==> config.mk <==
export PLATFORM = sky130hd
export DESIGN_NAME = spu_fx_pipe
export DESIGN_NICKNAME = d
export VERILOG_FILES = /design/src/rtl/spu_fx_pipe.sv
export SDC_FILE = /design/constraint.sdc
export NUM_CORES = 2
export LEC_CHECK = 0
export ABC_AREA = 1
export CORE_MARGIN = 1
export CORE_UTILIZATION = 46
export CTS_CLUSTER_DIAMETER = 120
export DETAILED_ROUTE_END_ITERATION = 16
export GPL_ROUTABILITY_DRIVEN = 0
export PLACE_DENSITY = 0.69
export SETUP_SLACK_MARGIN = 0.2
export SYNTH_ARGS = -nofsm -noshare
export SYNTH_HDL_FRONTEND = slang
export SYNTH_SLANG_ARGS = --single-unit
==> constraint.sdc <==
create_clock -name clk -period 19.29 [get_ports clk]
set_input_delay 3.858 -clock clk [delete_from_list [all_inputs] [get_ports clk]]
set_output_delay 3.858 -clock clk [all_outputs]
set_load 0.01 [all_outputs]
==> src/rtl/spu_fx_pipe.sv <==
// spu_fx_pipe: pipelined SIMD fixed-point execute datapath.
// An instruction is evaluated combinationally in its issue cycle and then
// carried through LATENCY stage registers to writeback. The per-stage valid
// bits and destination tags are exported for hazard detection and forwarding.
// stall freezes every stage, flush kills everything in flight, and reset
// clears all state.

module spu_fx_pipe #(
  parameter int DATA_W  = 128,
  parameter int LATENCY = 2,
  parameter int ADDR_W  = 7
) (
  input  logic                      clk,
  input  logic                      reset,
  input  logic                      issue_valid,
  input  logic [3:0]                issue_op,
  input  logic                      issue_esize,
  input  logic                      issue_use_imm,
  input  logic [9:0]                issue_imm10,
  input  logic [ADDR_W-1:0]         issue_rt_addr,
  input  logic [DATA_W-1:0]         ra,
  input  logic [DATA_W-1:0]         rb,
  input  logic                      stall,
  input  logic                      flush,
  output logic                      wb_valid,
  output logic [ADDR_W-1:0]         wb_rt_addr,
  output logic [DATA_W-1:0]         wb_result,
  output logic                      wb_illegal,
  output logic [LATENCY-1:0]        stage_valid,
  output logic [LATENCY*ADDR_W-1:0] stage_rt_addr,
  output logic                      busy
);

  localparam int NUM_WORDS = DATA_W / 32;
  localparam int NUM_HALVES = DATA_W / 16;

  typedef enum logic [3:0] {
    OP_ADD  = 4'd0,
    OP_SF   = 4'd1,
    OP_AND  = 4'd2,
    OP_ANDC = 4'd3,
    OP_OR   = 4'd4,
    OP_ORC  = 4'd5,
    OP_XOR  = 4'd6,
    OP_NAND = 4'd7,
    OP_NOR  = 4'd8,
    OP_CEQ  = 4'd9,
    OP_CGT  = 4'd10,
    OP_CLGT = 4'd11,
    OP_CLZ  = 4'd12
  } op_e;

  // Leading-zero count of one 32-bit word; an all-zero word yields 32.
  function automatic logic [5:0] clz32(input logic [31:0] w);
    logic [5:0] n;
    logic       found;
    n = 6'd32;
    found = 1'b0;
    for (int i = 31; i >= 0; i--) begin
      if (!found && w[i]) begin
        n = 6'(31 - i);
        found = 1'b1;
      end
    end
    return n;
  endfunction

  op_e               op;
  logic [31:0]       imm_word;
  logic [15:0]       imm_half;
  logic [DATA_W-1:0] opnd_b;
  logic [DATA_W-1:0] half_res;
  logic [DATA_W-1:0] word_res;
  logic [DATA_W-1:0] issue_result;
  logic              issue_illegal;

  assign op = op_e'(issue_op);
  assign imm_word = {{22{issue_imm10[9]}}, issue_imm10};
  assign imm_half = imm_word[15:0];
  assign issue_illegal = (issue_op >= 4'd13);

  // Select operand B: the register value or the immediate replicated per element.
  always_comb begin
    opnd_b = rb;
    if (issue_use_imm) begin
      if (issue_esize) begin
        opnd_b = {NUM_WORDS{imm_word}};
      end else begin
        opnd_b = {NUM_HALVES{imm_half}};
      end
    end
  end

  // Arithmetic and compare results treating the operands as halfword lanes.
  always_comb begin
    half_res = '0;
    for (int h = 0; h < NUM_HALVES; h++) begin
      logic [15:0] ah;
      logic [15:0] bh;
      ah = ra[h*16 +: 16];
      bh = opnd_b[h*16 +: 16];
      case (op)
        OP_ADD:  half_res[h*16 +: 16] = ah + bh;
        OP_SF:   half_res[h*16 +: 16] = bh - ah;
        OP_CEQ:  half_res[h*16 +: 16] = {16{ah == bh}};
        OP_CGT:  half_res[h*16 +: 16] = {16{$signed(ah) > $signed(bh)}};
        OP_CLGT: half_res[h*16 +: 16] = {16{ah > bh}};
        default: half_res[h*16 +: 16] = 16'h0000;
      endcase
    end
  end

  // Arithmetic, compare and count-leading-zeros results on word lanes.
  always_comb begin
    word_res = '0;
    for (int w = 0; w < NUM_WORDS; w++) begin
      logic [31:0] aw;
      logic [31:0] bw;
      aw = ra[w*32 +: 32];
      bw = opnd_b[w*32 +: 32];
      case (op)
        OP_ADD:  word_res[w*32 +: 32] = aw + bw;
        OP_SF:   word_res[w*32 +: 32] = bw - aw;
        OP_CEQ:  word_res[w*32 +: 32] = {32{aw == bw}};
        OP_CGT:  word_res[w*32 +: 32] = {32{$signed(aw) > $signed(bw)}};
        OP_CLGT: word_res[w*32 +: 32] = {32{aw > bw}};
        OP_CLZ:  word_res[w*32 +: 32] = {26'd0, clz32(aw)};
        default: word_res[w*32 +: 32] = 32'h0000_0000;
      endcase
    end
  end

  // Final result mux: lane-width ops pick by element size, logicals are lane-agnostic,
  // CLZ is always word based, and illegal encodings produce zero.
  always_comb begin
    issue_result = '0;
    case (op)
      OP_ADD, OP_SF, OP_CEQ, OP_CGT, OP_CLGT:
        issue_result = issue_esize ? word_res : half_res;
      OP_AND:  issue_result = ra & opnd_b;
      OP_ANDC: issue_result = ra & ~opnd_b;
      OP_OR:   issue_result = ra | opnd_b;
      OP_ORC:  issue_result = ra | ~opnd_b;
      OP_XOR:  issue_result = ra ^ opnd_b;
      OP_NAND: issue_result = ~(ra & opnd_b);
      OP_NOR:  issue_result = ~(ra | opnd_b);
      OP_CLZ:  issue_result = word_res;
      default: issue_result = '0;
    endcase
  end

  logic [LATENCY-1:0] st_valid;
  logic [LATENCY-1:0] st_illegal;
  logic [ADDR_W-1:0]  st_addr [LATENCY];
  logic [DATA_W-1:0]  st_res  [LATENCY];

  // Stage registers. Reset beats flush, flush beats stall, and a stalled cycle
  // neither captures the issue slot nor advances the older stages. Bubbles still
  // load their tag so the exported destination tags are always defined.
  always_ff @(posedge clk) begin
    if (reset) begin
      st_valid   <= '0;
      st_illegal <= '0;
      for (int k = 0; k < LATENCY; k++) begin
        st_addr[k] <= '0;
        st_res[k]  <= '0;
      end
    end else if (flush) begin
      st_valid <= '0;
    end else if (!stall) begin
      st_valid[0]   <= issue_valid;
      st_illegal[0] <= issue_illegal;
      st_addr[0]    <= issue_rt_addr;
      st_res[0]     <= issue_result;
      for (int k = 1; k < LATENCY; k++) begin
        st_valid[k]   <= st_valid[k-1];
        st_illegal[k] <= st_illegal[k-1];
        st_addr[k]    <= st_addr[k-1];
        st_res[k]     <= st_res[k-1];
      end
    end
  end

  // Pack per-stage tags for the issue unit; stage 0 is the youngest.
  always_comb begin
    stage_rt_addr = '0;
    for (int k = 0; k < LATENCY; k++) begin
      stage_rt_addr[k*ADDR_W +: ADDR_W] = st_addr[k];
    end
  end

  assign stage_valid = st_valid;
  assign busy        = |st_valid;

  // The oldest stage is presented to writeback, suppressed while it is held by a
  // stall (so it is written once, after release) or being killed by a flush.
  assign wb_valid   = st_valid[LATENCY-1] & ~stall & ~flush;
  assign wb_rt_addr = st_addr[LATENCY-1];
  assign wb_result  = st_res[LATENCY-1];
  assign wb_illegal = st_illegal[LATENCY-1];

endmodule

======== Word-level counts from Yosys, hierarchy flattened ========
Memory sizes are Yosys's and may differ from the RTL's.
Index checks and enable logic that the tools add are counted.
storage, ports and cells
  flip-flop bits (word level) ............. 4
  latch bits .............................. 0
  bits in writable memories ............... 270
  memory bits (read-only) ................. 0
  input bits .............................. 284
  output and inout port bits .............. 154
  memories ................................ 2
operators by class
  add/sub/neg operators ................... 24
  multipliers ............................. 0
  divide/modulo/power cells ............... 0
  magnitude comparators ................... 25
  equal/unequal tests ..................... 24
  shifts and indexed selects .............. 0
  muxes and demuxes ....................... 402
  bitwise gates (word level) .............. 16
  reduce and logical (&&, ||, !) cells .... 253
memory list
  name     words  width  read ports  clocked after memory_dff  write ports  line  RTL
  st_res   2      128    2           0                         2            155   logic [DATA_W-1:0] st_res [LATENCY];
  st_addr  2      7      2           0                         2            154   logic [ADDR_W-1:0] st_addr [LATENCY];
operators with widths
  operator                                             count
  case mux 128 bit (9 select lines)                    1
  2-to-1 mux 6 bit                                     128
  case mux 32 bit (6 select lines)                     4
  case mux 16 bit (5 select lines)                     8
  2-to-1 mux 128 bit                                   4
  inverter 128 bit                                     3
  AND 128 bit                                          2
  > comparator 16 bit                                  16
  > comparator 32 bit                                  8
  bitwise OR 128 bit                                   2
  2-to-1 mux 1 bit                                     254
  adder 16 bit                                         8
  adder 32 bit                                         4
  equality test 16 bit                                 8
  equality test 32 bit                                 4
  subtractor 16 bit                                    8
  subtractor 32 bit                                    4
  bitwise XOR 128 bit                                  1
  logical AND 1 bit                                    124
  logical NOT 1 bit                                    124
  2-to-1 mux 121 bit                                   1
  equality test 4 bit, second input constant           5
  equality test 4 x 3 -> 1 bit, second input constant  4
  2-to-1 mux 7 bit                                     2
  10 further kinds                                     17

======== Logic depth before layout (Yosys ltp) ========
  depth after elaboration ................. 129
  mapped depth ............................ 31

======== Worst setup path before layout ========
No wires, ideal clock.
  path type ............................... input to register
  start ................................... input port stall
  end ..................................... memory st_addr[0][0] (enable)
  setup time .............................. 963 ps
  data arrival time ....................... 16,290 ps
  required time ........................... 18,327 ps
  slack ................................... 2,037 ps
  stages on the path ...................... 1
  buffers on the path ..................... 0
  path through ............................ o21bai_1
RTL lines
  element          line  RTL
  start, declared  23    input logic stall,
  end, declared    154

==> summary.md <==
| Metric | Value |
|---|---|
| FMAX | 94.2 MHz |
| Hold Path Sink | st_illegal[1] |
| Placed Cells | 8,024 |
| Clock transition at path regs | 0.05 ns |
| Status | complete, no violations |
| Detail Placement HPWL | 148,000 um |
| H-tree levels | 2 |
| # resized after CTS | 0 |
| Syn avg cell area | 6.67 sq um |
| Seq cells post-synth | 274 |
| Wirelength, routed | 204,000 um |
| Final hold vios | 0 |
| Prevailing post-synth register cell | edfxtp_1 |
| Number of global-route vias before repair | 47,800 |
| Met2 wire len | 80,700 um |
| Yosys top cell by area | edfxtp_1 |
| CTS hold repair buffers | 0 |
| 1st-pass router iterations | 13 |
| TritonCTS Sinks | 274 |
| Power per cell area | 55.2 mW/mm^2 |
| DR vias/cell | 6.35 |
| Routed met3 length | 30,900 um |
| Combinational family with the most area after synthesis | compound AO/OA/AOI/OAI gates |
| Max transition margin | 0.101 |
| R2r worst-path depth | 2 |
| Worst min path class | flop to flop |
| Clock Latency Late Sink | 0.65 ns |
| Xor/xnor share of the synthesized area | 0.0112 |
| Top Layer Used | met5 |
| Multiplexer share of the synthesized area | 0 |
| Fillers | 9,470 |
| Num CTS Buffers | 41 |
| Post-synthesis adder-cell area fraction | 0.182 |
| Die height | 313 um |
| Non-Filler Instances | 8,112 |
| Die X | 313 um |
| Buf/Inv on CP | 6 |
| Leakage | 23.3 nW |
| Clk_skew | 0.0230 ns |
| Final Core Density | 0.527 |
| Post-synth top area share | 0.182 |
| Core ar. | 0.0954 sq mm |
| WL met1 | 73,300 um |
| Setup repair bufs after CTS | 0 |
| DP Worst Slack | 8.70 ns |
| Slowest cell on crit path | nor2_1 |
| Number of synthesized flops with an enable pin | 270 |
| Synth cell types | 73 |
| Syn Nets | 7,601 |
| DP Area | 0.0489 sq mm |
| Final setup margin | 8.68 ns |
| Post-DRT Antenna Nets | 0 |
| Critical path peak fanout | 23 |
| Crit-path leading delay family | buffers and inverters |
| Finished Cell Area | 0.0503 sq mm |
| Worst Tran Pin Value | 1.31 ns |
| Hold WS | 0.478 ns |
| Clock buffer depth | 3 |
| Post-route DRC | 0 |
| R2R Setup Slk | 18.23 ns |
| Wire per inst | 25.1 um |
| GRT Total Usage | 0.395 |
| CTS tree | yes |
| Max VDD drop | 57.0 uV |
| Starting density of the core | 0.467 |
| Initial antenna violation count | 19 |
| Via count of the routed design | 51,500 |
| WHS Path Cells | 2 |
| Cell Area, Synth | 0.0445 sq mm |
| Pin count of the biggest net entering global routing | 139 |
| Die footprint | 0.0980 sq mm |
| Setup TNS | 0 ns |
| 1st-iter DRT viols | 8,072 |
| Most common cell in the synthesized netlist | inv_1 |
| Largest stage delay on the critical path | 1.02 ns |
| Gate count after technology mapping | 6,679 |
| Count of input and output buffers | 437 |
| Max-cap violations | 0 |
| IO Count | 438 |
| Synth top area cells | edfxtp_1, ha_1, a21oi_1 |
| RSZ-0062 raised after global routing | false |
| Setup CP Type | input port to flop |
| CP Capture Type | flop |
| Final max-slew violation count | 0 |
| Arrival @ worst endpoint | 11.05 ns |
| Final period utilization | 0.550 |
| Share of layout cells above drive strength 1 | 0.0405 |
| Worst reg2reg startpoint | st_res[0][127] |
| Layout Nets | 7,724 |
| Top cells by count, synth | inv_1, nand2_1, a21oi_1 |
| Synth-to-layout area growth | 13.0% |
| FFs w/ async S/R, synth | 0 |
| Worst hold path startpoint | st_illegal[0] |
| Fin crit period | 10.61 ns |
| Yosys warns | 0 |
| Clk root buf | clkbuf_16 |
| Total power | 2.78 mW |
| Worst R2R End | st_res[0][255] |
| First-pass GRT wire length | 295,000 um |
| Worst Setup Start Kind | input port |
| Cell Rows | 113 |
| Final setup vio count | 0 |
| Crit path cell chain | clkdlybuf4s50_1 -> buf_4 -> inv_1 -> nor2_1 -> a21oi_1 -> inv_1 -> a21oi_1 -> ha_1 -> inv_1 -> o21ai_0 -> a221oi_1 -> nand2_1 -> a21boi_0 -> nor2_1 -> nor3_1 -> nand2_1 -> nand2_1 -> inv_2 -> nand4_1 -> o21ai_0 -> a31oi_1 |
| Critical Path RT | 19.73 ns |
| Synth Area in Simple Gates | 0.196 |
| Congestion Overflow GR | 0 |
| Register area share after synthesis | 0.184 |
| Compound-Gate Fraction of Synth Area | 0.289 |
==> tightest hold or removal path, cell delays in order, from the launching register on <==
cell and delay [ns]:
dfxtp_1 0.29, inv_1 0.06, o22ai_1 0.07
==> cell type report <==
| cell class | instances | area, sq um | area share |
|---|---|---|---|
| multi-input cells | 4916 | 30300 | 0.602 |
| repair buffers | 483 | 4740 | 0.0943 |
| inverters | 1086 | 4110 | 0.0816 |
| diodes | 15 | 37.5 | 0.000746 |
| flip-flops and latches | 274 | 8190 | 0.163 |
| clock buffers | 45 | 1060 | 0.0211 |
| clock inverters | 28 | 295 | 0.00587 |
| well taps | 1265 | 1580 | 0.0315 |
==> registers in the layout, summed over array words and instances, names as in the netlist <==
register,count
st_addr,14
st_illegal,2
st_res,256
stage_valid,2
==> cells by family after synthesis <==
logic type | after synthesis
AOI/OAI and AO/OA | 2209
xor gates and xnor gates | 57
adders and majority gates | 638
buffers and inverters | 1489
DFF | 274
and+or+nand+nor | 2012
==> how the worst max path moves through the flow <==
stage	depth (start not counted)	to	startpoint	slack, ns
floorplan	1	st_addr[0][0]	stall	2.04
global placement	21	st_res[0][19]	issue_esize	8.69
detailed placement	21	st_res[0][19]	issue_esize	8.70
CTS	21	st_res[0][19]	issue_esize	9.35
global route	21	st_res[0][19]	issue_esize	8.69
finish	21	st_res[0][19]	issue_esize	8.68
==> placed cells by master (no fill, tap or decap), types with 175 or more instances in the layout <==
| cell | n |
|---|---|
| a21oi_1 | 912 |
| clkdlybuf4s50_1 | 437 |
| edfxtp_1 | 270 |
| ha_1 | 622 |
| inv_1 | 1068 |
| nand2_1 | 925 |
| nand3_1 | 217 |
| nor2_1 | 608 |
| o21ai_0 | 619 |
| o22ai_1 | 175 |
==> routing by layer <==
layer | GRT usage | vias to the layer above
met3 | 0.136 | 1127
met5 | 0 | -
li1 | - | 23000
met1 | 0.481 | 23300
met2 | 0.561 | 4051
met4 | 0.318 | 14
==> power breakdown <==
| part | leakage (nW) | switching [mW] | total [mW] | internal [mW] |
|---|---|---|---|---|
| combinational | 19.8 | 0.874 | 1.27 | 0.398 |
| clock | 0.652 | 0.335 | 0.790 | 0.455 |
| sequential | 2.87 | 0.0167 | 0.716 | 0.699 |
(Power assumes the default switching activity.)
